## config.mk

```make
export PLATFORM = sky130hd
export DESIGN_NAME = script_sequencer
export DESIGN_NICKNAME = d
export VERILOG_FILES = /design/src/rtl/script_sequencer_pkg.sv /design/src/rtl/script_sequencer_feedback_mux.sv /design/src/rtl/script_sequencer.sv
export SDC_FILE = /design/constraint.sdc
export NUM_CORES = 1
export LEC_CHECK = 0
export ABC_CLOCK_PERIOD_IN_PS = 4450
export CAP_MARGIN = 20
export CORE_ASPECT_RATIO = 0.6
export CORE_UTILIZATION = 50
export DETAILED_ROUTE_END_ITERATION = 7
export GPL_ROUTABILITY_DRIVEN = 0
export GPL_TIMING_DRIVEN = 0
export PLACE_DENSITY_LB_ADDON = 0.25
export SLEW_MARGIN = 20
export SYNTH_ARGS = -nofsm -noshare
export SYNTH_HDL_FRONTEND = slang
export SYNTH_HIERARCHICAL = 1
export SYNTH_SLANG_ARGS = --single-unit
```

## constraint.sdc

```tcl
create_clock -name clk -period 4.45 [get_ports clk]
set_clock_uncertainty 0.1 [all_clocks]
set_input_delay 0.89 -clock clk [delete_from_list [all_inputs] [get_ports clk]]
set_output_delay 0.89 -clock clk [all_outputs]
set_load 0.05 [all_outputs]
```

## src/rtl/script_sequencer_pkg.sv

```systemverilog
`default_nettype none
// ============================================================================
//  Module      : script_sequencer_pkg
//  Description : Shared definitions for the kitchen script engine sequencer.
//                Holds the opcode and function-field encodings, the i_sign
//                selector values and their feedback_sig bit positions, and
//                the FSM state encodings.
//  Ports       : none (package)
//  Revision    : 1.0 - initial release
// ============================================================================
package script_sequencer_pkg;

    // Opcodes, instruction bits [2:0]
    localparam logic [2:0] c_OP_NOP    = 3'b000;
    localparam logic [2:0] c_OP_ACTION = 3'b001;
    localparam logic [2:0] c_OP_JUMP   = 3'b010;
    localparam logic [2:0] c_OP_WAIT   = 3'b011;
    localparam logic [2:0] c_OP_HALT   = 3'b111;

    // JUMP function field, instruction bits [4:3]
    localparam logic [1:0] c_JMP_IF     = 2'b00;
    localparam logic [1:0] c_JMP_IFN    = 2'b01;
    localparam logic [1:0] c_JMP_ALWAYS = 2'b10;
    localparam logic [1:0] c_JMP_NEVER  = 2'b11;

    // WAIT function field, instruction bits [4:3]
    localparam logic [1:0] c_WT_SIG   = 2'b00;
    localparam logic [1:0] c_WT_NSIG  = 2'b01;
    localparam logic [1:0] c_WT_DELAY = 2'b10;
    localparam logic [1:0] c_WT_NOP   = 2'b11;

    // i_sign selector values, instruction bits [7:5]
    localparam logic [2:0] c_SIGN_PLAYER_READY   = 3'd0;
    localparam logic [2:0] c_SIGN_PLAYER_HASITEM = 3'd1;
    localparam logic [2:0] c_SIGN_TARGET_READY   = 3'd2;
    localparam logic [2:0] c_SIGN_TARGET_HASITEM = 3'd3;

    // Bit positions on the feedback_sig status bus
    localparam int c_FB_PLAYER_READY   = 2;
    localparam int c_FB_PLAYER_HASITEM = 3;
    localparam int c_FB_TARGET_READY   = 4;
    localparam int c_FB_TARGET_HASITEM = 5;

    // FSM state encodings
    localparam int         c_ST_W    = 3;
    localparam logic [2:0] c_ST_IDLE = 3'd0;
    localparam logic [2:0] c_ST_F0   = 3'd1;
    localparam logic [2:0] c_ST_F1   = 3'd2;
    localparam logic [2:0] c_ST_F2   = 3'd3;
    localparam logic [2:0] c_ST_EXEC = 3'd4;
    localparam logic [2:0] c_ST_ACT  = 3'd5;
    localparam logic [2:0] c_ST_WAIT = 3'd6;
    localparam logic [2:0] c_ST_HALT = 3'd7;

endpackage
`default_nettype wire

```

## src/rtl/script_sequencer_feedback_mux.sv

```systemverilog
`default_nettype none
// ============================================================================
//  Module      : script_sequencer_feedback_mux
//  Description : Selects one kitchen status bit from feedback_sig according to
//                the instruction i_sign field. Selectors 4..7 name no signal
//                and read as 0. Shared by the branch and wait paths.
//  Ports       : i_sign     - instruction signal selector (3 bits)
//                i_feedback - kitchen status bus (8 bits)
//                o_sig      - selected status bit
//  Revision    : 1.0 - initial release
// ============================================================================
module script_sequencer_feedback_mux
    import script_sequencer_pkg::*;
(
    input  logic [2:0] i_sign,
    input  logic [7:0] i_feedback,
    output logic       o_sig
);

    always_comb begin
        o_sig = 1'b0;
        case (i_sign)
            c_SIGN_PLAYER_READY:   o_sig = i_feedback[c_FB_PLAYER_READY];
            c_SIGN_PLAYER_HASITEM: o_sig = i_feedback[c_FB_PLAYER_HASITEM];
            c_SIGN_TARGET_READY:   o_sig = i_feedback[c_FB_TARGET_READY];
            c_SIGN_TARGET_HASITEM: o_sig = i_feedback[c_FB_TARGET_HASITEM];
            default:               o_sig = 1'b0;
        endcase
    end

    // Status bits the script cannot address
    logic w_unused_fb;
    assign w_unused_fb = ^{i_feedback[7:6], i_feedback[1:0]};

endmodule
`default_nettype wire

```

## src/rtl/script_sequencer.sv

```systemverilog
`default_nettype none
// ============================================================================
//  Module      : script_sequencer
//  Description : Fetch/decode/execute controller for the kitchen script
//                engine. Fetches 2-byte instructions from byte-wide script
//                memory, runs NOP/ACTION/JUMP/WAIT/HALT, owns the PC, issues
//                player actions over valid/ready and evaluates kitchen
//                feedback for branches and waits.
//  Ports       : clk, rst             - clock, synchronous active-high reset
//                start                - run pulse, honoured in IDLE/HALT only
//                mem_addr / mem_rdata - script memory, 1-cycle read latency
//                feedback_sig         - kitchen status bus
//                act_valid/func/num   - action request, act_ready accepts
//                pc, busy, halted     - sequencer status
//                err, timeout         - sticky illegal-op / wait-timeout flags
//  Revision    : 1.0 - initial release
// ============================================================================
module script_sequencer
    import script_sequencer_pkg::*;
#(
    parameter logic [7:0] START_PC     = 8'h00,
    parameter int         WAIT_TIMEOUT = 1000,
    parameter int         TMO_W        = 16
)(
    input  logic       clk,
    input  logic       rst,
    input  logic       start,
    output logic [7:0] mem_addr,
    input  logic [7:0] mem_rdata,
    input  logic [7:0] feedback_sig,
    output logic       act_valid,
    output logic [1:0] act_func,
    output logic [7:0] act_num,
    input  logic       act_ready,
    output logic [7:0] pc,
    output logic       busy,
    output logic       halted,
    output logic       err,
    output logic       timeout
);

    localparam logic [TMO_W-1:0] c_TMO_LIMIT = TMO_W'(WAIT_TIMEOUT);

    logic [c_ST_W-1:0] r_state, w_state_nxt;
    logic [7:0]        r_pc, w_pc_nxt;
    logic [7:0]        r_lo, r_hi;
    logic [TMO_W-1:0]  r_cnt, w_cnt_nxt;
    logic              r_err, w_err_nxt;
    logic              r_timeout, w_timeout_nxt;

    logic [2:0]        w_op;
    logic [1:0]        w_func;
    logic              w_sig;
    logic [7:0]        w_pc_inc;
    logic [7:0]        w_pc_jmp;
    logic [TMO_W-1:0]  w_cnt_inc;
    logic              w_jump_taken;
    logic              w_wait_met;
    logic              w_tmo_hit;

    assign w_op      = r_lo[2:0];
    assign w_func    = r_lo[4:3];
    assign w_pc_inc  = r_pc + 8'd2;
    // Offset is i_num words; the 9-bit sum is truncated so large offsets wrap backwards
    assign w_pc_jmp  = r_pc + {r_hi[6:0], 1'b0};
    assign w_cnt_inc = r_cnt + 1'b1;
    assign w_tmo_hit = (WAIT_TIMEOUT != 0) && (w_cnt_inc == c_TMO_LIMIT);

    script_sequencer_feedback_mux u_feedback_mux (
        .i_sign     (r_lo[7:5]),
        .i_feedback (feedback_sig),
        .o_sig      (w_sig)
    );

    always_comb begin
        w_jump_taken = 1'b0;
        case (w_func)
            c_JMP_IF:     w_jump_taken = w_sig;
            c_JMP_IFN:    w_jump_taken = ~w_sig;
            c_JMP_ALWAYS: w_jump_taken = 1'b1;
            c_JMP_NEVER:  w_jump_taken = 1'b0;
            default:      w_jump_taken = 1'b0;
        endcase
    end

    // Evaluated in EXEC (counter not yet running) and in every WAIT cycle.
    // A fixed delay of N spends N cycles in WAIT; N=0 finishes straight from EXEC.
    always_comb begin
        w_wait_met = 1'b0;
        case (w_func)
            c_WT_SIG:   w_wait_met = w_sig;
            c_WT_NSIG:  w_wait_met = ~w_sig;
            c_WT_DELAY: w_wait_met = (r_state == c_ST_EXEC) ? (r_hi == 8'd0)
                                                            : (w_cnt_inc == TMO_W'(r_hi));
            c_WT_NOP:   w_wait_met = 1'b1;
            default:    w_wait_met = 1'b1;
        endcase
    end

    always_comb begin
        w_state_nxt   = r_state;
        w_pc_nxt      = r_pc;
        w_cnt_nxt     = r_cnt;
        w_err_nxt     = r_err;
        w_timeout_nxt = r_timeout;
        case (r_state)
            c_ST_IDLE, c_ST_HALT: begin
                if (start) begin
                    w_pc_nxt      = START_PC;
                    w_err_nxt     = 1'b0;
                    w_timeout_nxt = 1'b0;
                    w_state_nxt   = c_ST_F0;
                end
            end
            c_ST_F0: w_state_nxt = c_ST_F1;
            c_ST_F1: w_state_nxt = c_ST_F2;
            c_ST_F2: w_state_nxt = c_ST_EXEC;
            c_ST_EXEC: begin
                w_cnt_nxt = '0;
                case (w_op)
                    c_OP_NOP: begin
                        w_pc_nxt    = w_pc_inc;
                        w_state_nxt = c_ST_F0;
                    end
                    c_OP_ACTION: w_state_nxt = c_ST_ACT;
                    c_OP_JUMP: begin
                        w_pc_nxt    = w_jump_taken ? w_pc_jmp : w_pc_inc;
                        w_state_nxt = c_ST_F0;
                    end
                    c_OP_WAIT: begin
                        if (w_wait_met) begin
                            w_pc_nxt    = w_pc_inc;
                            w_state_nxt = c_ST_F0;
                        end else begin
                            w_state_nxt = c_ST_WAIT;
                        end
                    end
                    c_OP_HALT: w_state_nxt = c_ST_HALT;
                    default: begin
                        // Illegal opcode: stop with pc left on the offending instruction
                        w_err_nxt   = 1'b1;
                        w_state_nxt = c_ST_HALT;
                    end
                endcase
            end
            c_ST_ACT: begin
                if (act_ready) begin
                    w_pc_nxt    = w_pc_inc;
                    w_state_nxt = c_ST_F0;
                end
            end
            c_ST_WAIT: begin
                if (w_wait_met) begin
                    w_pc_nxt    = w_pc_inc;
                    w_state_nxt = c_ST_F0;
                end else if (w_tmo_hit) begin
                    w_timeout_nxt = 1'b1;
                    w_pc_nxt      = w_pc_inc;
                    w_state_nxt   = c_ST_F0;
                end else begin
                    w_cnt_nxt = w_cnt_inc;
                end
            end
            default: w_state_nxt = c_ST_IDLE;
        endcase
    end

    always_ff @(posedge clk) begin
        if (rst) begin
            r_state   <= c_ST_IDLE;
            r_pc      <= START_PC;
            r_lo      <= 8'h00;
            r_hi      <= 8'h00;
            r_cnt     <= '0;
            r_err     <= 1'b0;
            r_timeout <= 1'b0;
        end else begin
            r_state   <= w_state_nxt;
            r_pc      <= w_pc_nxt;
            r_cnt     <= w_cnt_nxt;
            r_err     <= w_err_nxt;
            r_timeout <= w_timeout_nxt;
            if (r_state == c_ST_F1) r_lo <= mem_rdata;
            if (r_state == c_ST_F2) r_hi <= mem_rdata;
        end
    end

    // Address is presented in F0 (low byte) and F1 (high byte); data returns a cycle later
    always_comb begin
        mem_addr = 8'h00;
        if (r_state == c_ST_F0) mem_addr = r_pc;
        if (r_state == c_ST_F1) mem_addr = r_pc + 8'd1;
    end

    assign act_valid = (r_state == c_ST_ACT);
    assign act_func  = act_valid ? w_func : 2'b00;
    assign act_num   = act_valid ? r_hi   : 8'h00;
    assign pc        = r_pc;
    assign busy      = (r_state != c_ST_IDLE) && (r_state != c_ST_HALT);
    assign halted    = (r_state == c_ST_HALT);
    assign err       = r_err;
    assign timeout   = r_timeout;

endmodule
`default_nettype wire

```

; ---- Yosys cells after proc, flatten, opt, wreduce, memory -nomap -nowiden
; Cells that the tools add are included.
[word_totals]
out_inout_bits = 31
register_bits = 45
word_cells = 92
[op_classes]
bitwise_logic = 1
n_eq_ne = 29
addsub = 4
reduce_logical = 19
muxes = 32
[op_table]
columns = cell, count
row1 = $mux 8, 9
row2 = $mux 16, 2
row3 = $pmux 16 s2, 1
row4 = $pmux 8 s4, 1
row5 = $pmux 8 s3, 1
row6 = $pmux 3 s7, 1
row7 = $eq 3x2->1 const B, 6
row8 = $add 16x1->16 const B, 1
row9 = $eq 16x10->1 const B, 1
row10 = $eq 16x8->1, 1
row11 = $eq 3x3->1 const B, 5
row12 = $mux 3, 5
row13 = $pmux 1 s4, 3
row14 = $ne 2x2->1 const B, 5
row15 = $eq 3x1->1 const B, 3
row16 = $logic_not 3->1, 3
row17 = $ne 3x3->1 const B, 3
row18 = $pmux 3 s3, 1
row19 = $reduce_and 3->1, 3
row20 = $add 8x1->8 const B, 1
row21 = $add 8x2->8 const B, 1
row22 = $add 8x8->8, 1
row23 = $logic_not 8->1, 1
row24 = $reduce_and 6->1, 1
row25 = other kinds (16), 25

; ---- Depth between registers and ports, before layout
[depth]
depth_word = 7
depth_mapped = 13
mapped_depth_nobuf = 10

; ---- Hierarchy
; The synthesis kept the hierarchy.
[modules_own_cells]
columns = mod, cells_each, area_each_um2, n_inst
row1 = script_sequencer, 414, 3235.6, 1
row2 = script_sequencer_feedback_mux, 2, 36.3, 1

; ---- Least setup slack after synthesis
; Ideal clock, no wire load.
[synth_path]
path_type = input -> register
startpoint = input feedback_sig[5]
endpoint = register r_pc[6] (netlist: pc[6])
arrival_ns = 3.221
setup_ns = 0.121
path_stages = 10
path_slack_ns = 1.008
cell_sequence = mux4_2 > nor2b_4 > and3_1 > nor3_2 > a21boi_1 > o21ai_1 > o21ai_1 > or3_1 > buf_6 > mux2_4
[synth_between]
elab_chain_len = 6
elab_cells_between_ends = 11
cone_classes = 2 x eq/ne / 7 x mux / 1 x bitwise / 1 x reduce/logical
[synth_rtl]
columns = item, line
row1 = "start, declared", script_sequencer.sv:30  ; input logic [7:0] feedback_sig,
row2 = $pmux 1 s4 *, script_sequencer_feedback_mux.sv:22  ; case (i_sign)
row3 = named net w_sig, script_sequencer.sv:53  ; logic w_sig;
row4 = $not 1->1, "script_sequencer.sv:79, script_sequencer.sv:92"
row5 = $pmux 1 s4, script_sequencer.sv:77  ; case (w_func)
row6 = $mux 8, script_sequencer.sv:127  ; w_pc_nxt = w_jump_taken ? w_pc_jmp : w_pc_inc;
row7 = $pmux 8 s3, script_sequencer.sv:120  ; case (w_op)
row8 = $pmux 8 s4, script_sequencer.sv:106  ; case (r_state)
row9 = "end signal, assigned", script_sequencer.sv:179  ; r_pc <= w_pc_nxt;
row10 = "end, declared", script_sequencer.sv:45  ; logic [7:0] r_pc, w_pc_nxt;
; Mark *: on every way through the listed nets, which the timed path passes. The rest lies on a longest branch.
; A chain may end at the register's enable or synchronous reset.

; ---- Worst setup path in the final report
; Same ends and word-level chain as after synthesis.

==> results.yml <==
run_status:
  status: "completed"
synth:
  yosys_warnings: 6
  synth_edf_count: 0
  synth-main-ff-cell: "dfxtp_1"
  netlist.area_leader.share_pct: 26.9
  ys_seq_area_share_pct: 26.9
  synth_area_leaders: "dfxtp_1, a21oi_1, nand2_1"
  yosysTopAreaCell: "dfxtp_1"
  syn_inst: 416
  synth_compound_area_share_pct: 24.7
  synth_fp_nets: 446
  synthSimpleGateAreaFrac_pct: 28.3
  synthXorXnorAreaFrac_pct: 5.62
  netlist_area_um2: 3270
  synth_cell_types: 71
  muxShareOfSynthArea_pct: 4.05
  synth_top_family_by_area: "simple AND/OR/NAND/NOR gates"
  synth-seq-cells: 44
  async_reset_ff_share_pct: 0
  synth_adder_area_share_pct: 4.05
  avgSynthCellArea_um2: 7.87
placed_design:
  post_dp_cell_area_um2: 3830
  port_buffers: 45
  dp_hpwl_um: 7250
final_layout:
  area_growth_pct: 20.8
  fillCellCount: 572
  final_nets: 498
  drive_above_1_share_pct: 9.17
  n_antenna_cell: 0
  fin_area_um2: 3950
global_route:
  grt_overflow: 0
  grt_use_total_pct: 29.7
  antenna_found_initial: 0
  grt_pass1_vias: 3164
  grt_max_degree: 16
  grt_first_pass_wirelength_um: 16000
timing:
  hold_viol_final: 0
  rsz0062_at_grt: "false"
  clock.fmax_mhz: 252
  period_needed_ns: 3.97
  fin_hold_ws_ns: 0.388
  finalSetupViolations: 0
  finalSetupTns_ns: 0
  relSlewSlack_pct: 42.8
  tightest_slew_ns: 0.852
  maxSlewViolCount: 0
  period_share_pct: 89.3
power:
  p_leak_nw: 1.34
  cellPowerDensity_nw_per_um2: 233
  ir_drop_mv: 0.133
  power_mw: 0.923
floorplan:
  rows: 22
  die_height_um: 64.7
  fp.dieW_um: 106
  pin_count: 51
  start_util_pct: 52.6
  coreArea_um2: 6220
  die-area_um2: 6880
routing:
  avgRoutedWirePerCell_um: 17.7
  wirelength_um: 9770
  detail_route.vias_per_cell: 6.34
  drtIter0Drc: 384
  ant_nets: 0
  drt_first_pass_iters: 6
  drt_drc_violations_left: 0
  vias: 3505
clock_network:
  cts-buffers-inserted: 5
  cts.sink_count: 44
  ctsHoldBuffers: 0
  cts_tree: "yes"
  htreeDepth: 2
  path_clk_slew_ns: 0.09
  postCtsSetupRepairBufs: 0
  clk_latency_ns: 0.31
  cts_repair_resize_count: 0
  cts_root_buf: "clkbuf_8"
  cts_max_path_buffers: 2
worst_hold_path:
  min_path_type: "flop to flop"
worst_setup_path:
  endpoint_kind: "flop"
  required_ns: 4.55
  path_class: "input pin to flop"
  crit_path_start_kind: "input pin"
  path_max_fanout: 7
  cp.arrival_ns: 4.08
flow_run:
  max_cap_viol_count: 0
==> per-layer routing <==
layer | wire length, um | vias up | global-route usage, %
li1 | - | 1628 | -
met1 | 4520 | 1633 | 44.7
met2 | 3910 | 222 | 41.3
met3 | 1200 | 22 | 7.24
met4 | 135 | 0 | 8.05
met5 | 0 | - | 0
==> cells in the mapped netlist, types with 5 or more instances <==
library cell  instances
a21oi_1              37
a311oi_1             13
and2_1               15
and3_1                6
buf_2                 8
clkbuf_1             15
dfxtp_1              44
ha_1                  9
inv_1                 8
mux2i_1               8
nand2_1              48
nand2b_1              5
nand3_1              10
nand4_1               8
nor2_1               34
nor3_1               13
nor4_1                6
o21ai_0              15
or3_1                 5
xnor2_1              14
xor2_1                7
==> layout make-up <==
type                    instances  area (um^2)  share of cell area (%)
plain buffers                  32          175                    4.43
clock buffers                   5         68.8                    1.74
clock inverters                 3         47.5                    1.20
inverters                       8         30.0                   0.760
multi-input cells             332         2190                    55.5
flip-flops and latches         44          881                    22.3
well taps                      84          105                    2.66
repair buffers                 45          450                    11.4
==> through the flow <==
stage	instances	setup slack, ns	utilization, %
6_report	553	0.476	63.5
5_1_grt	553	0.396	63.5
4_1_cts	553	0.544	63.4
3_5_place_dp	545	0.229	61.5
3_3_place_gp	545	0.311	61.5
2_1_floorplan	416	1.01	-
==> sequential cells by signal, summed over array words and instances (netlist names) <==
| register | count |
|---|---|
| r_cnt | 16 |
| r_lo | 8 |
| timeout | 1 |
| r_state | 3 |
| err | 1 |
| r_hi | 8 |
| pc | 7 |
==> critical path, stage by stage <==
cell,delay (ns)
clkdlybuf4s50_1,0.39
mux4_2,0.48
nor2b_4,0.16
and3_1,0.19
nor3_2,0.50
a21boi_1,0.15
o21ai_1,0.21
o21ai_1,0.22
or3_1,0.43
buf_6,0.15
mux2_4,0.30
==> logic make-up (layout without fill, tap and decap cells) <==
logic type	count (synthesis)	in the layout
compound gates	115	115
other cells	1	1
buf+inv	40	93
mux	11	11
xor+xnor	21	21
fa+ha+maj	10	10
flops	44	44
simple gates	174	174
==> where the power goes <==
group / total [mW] / internal (mW) / switching, mW / leakage [nW]
Clock: 0.329 / 0.169 / 0.159 / 0.0583
Sequential: 0.415 / 0.403 / 0.0117 / 0.355
Combinational: 0.179 / 0.0662 / 0.113 / 0.928
Total: 0.923 / 0.639 / 0.283 / 1.34
==> final timing paths <==
check / start / end / slack, ns / depth (start not counted)
worst min-delay path: timeout$_SDFFE_PP0P_ / timeout$_SDFFE_PP0P_ / 0.39 / 2
worst min register to register: timeout$_SDFFE_PP0P_ / timeout$_SDFFE_PP0P_ / 0.39 / 2
worst max register to register: r_cnt[1]$_SDFFE_PP0P_ / r_cnt[9]$_SDFFE_PP0P_ / 1.04 / 11
worst max-delay path: feedback_sig[5] / pc[6]$_SDFFE_PP0P_ / 0.48 / 11
==> layout by cell type, fill, tap and decap left out, types with 4 or more instances in the layout <==
master            n
xor2_1            7
clkbuf_1         15
and3_1            6
o21ai_0          15
nand2_1          48
inv_1             8
or3_1             5
nor2_1           34
mux2i_1           8
a31oi_1           4
clkbuf_8          5
a211oi_1          4
nor2b_1           4
dfxtp_1          44
nand4_1           8
buf_2             8
o31ai_1           4
a311oi_1         13
nor4_1            6
o32ai_2           4
nand3_1          10
buf_4             4
a21o_1            4
nor3_1           13
a21oi_1          37
nand2b_1          5
ha_1              9
xnor2_1          14
buf_6             4
clkdlybuf4s50_1  45
and2_1           15
No activity file was read; power rests on OpenSTA's default activity.
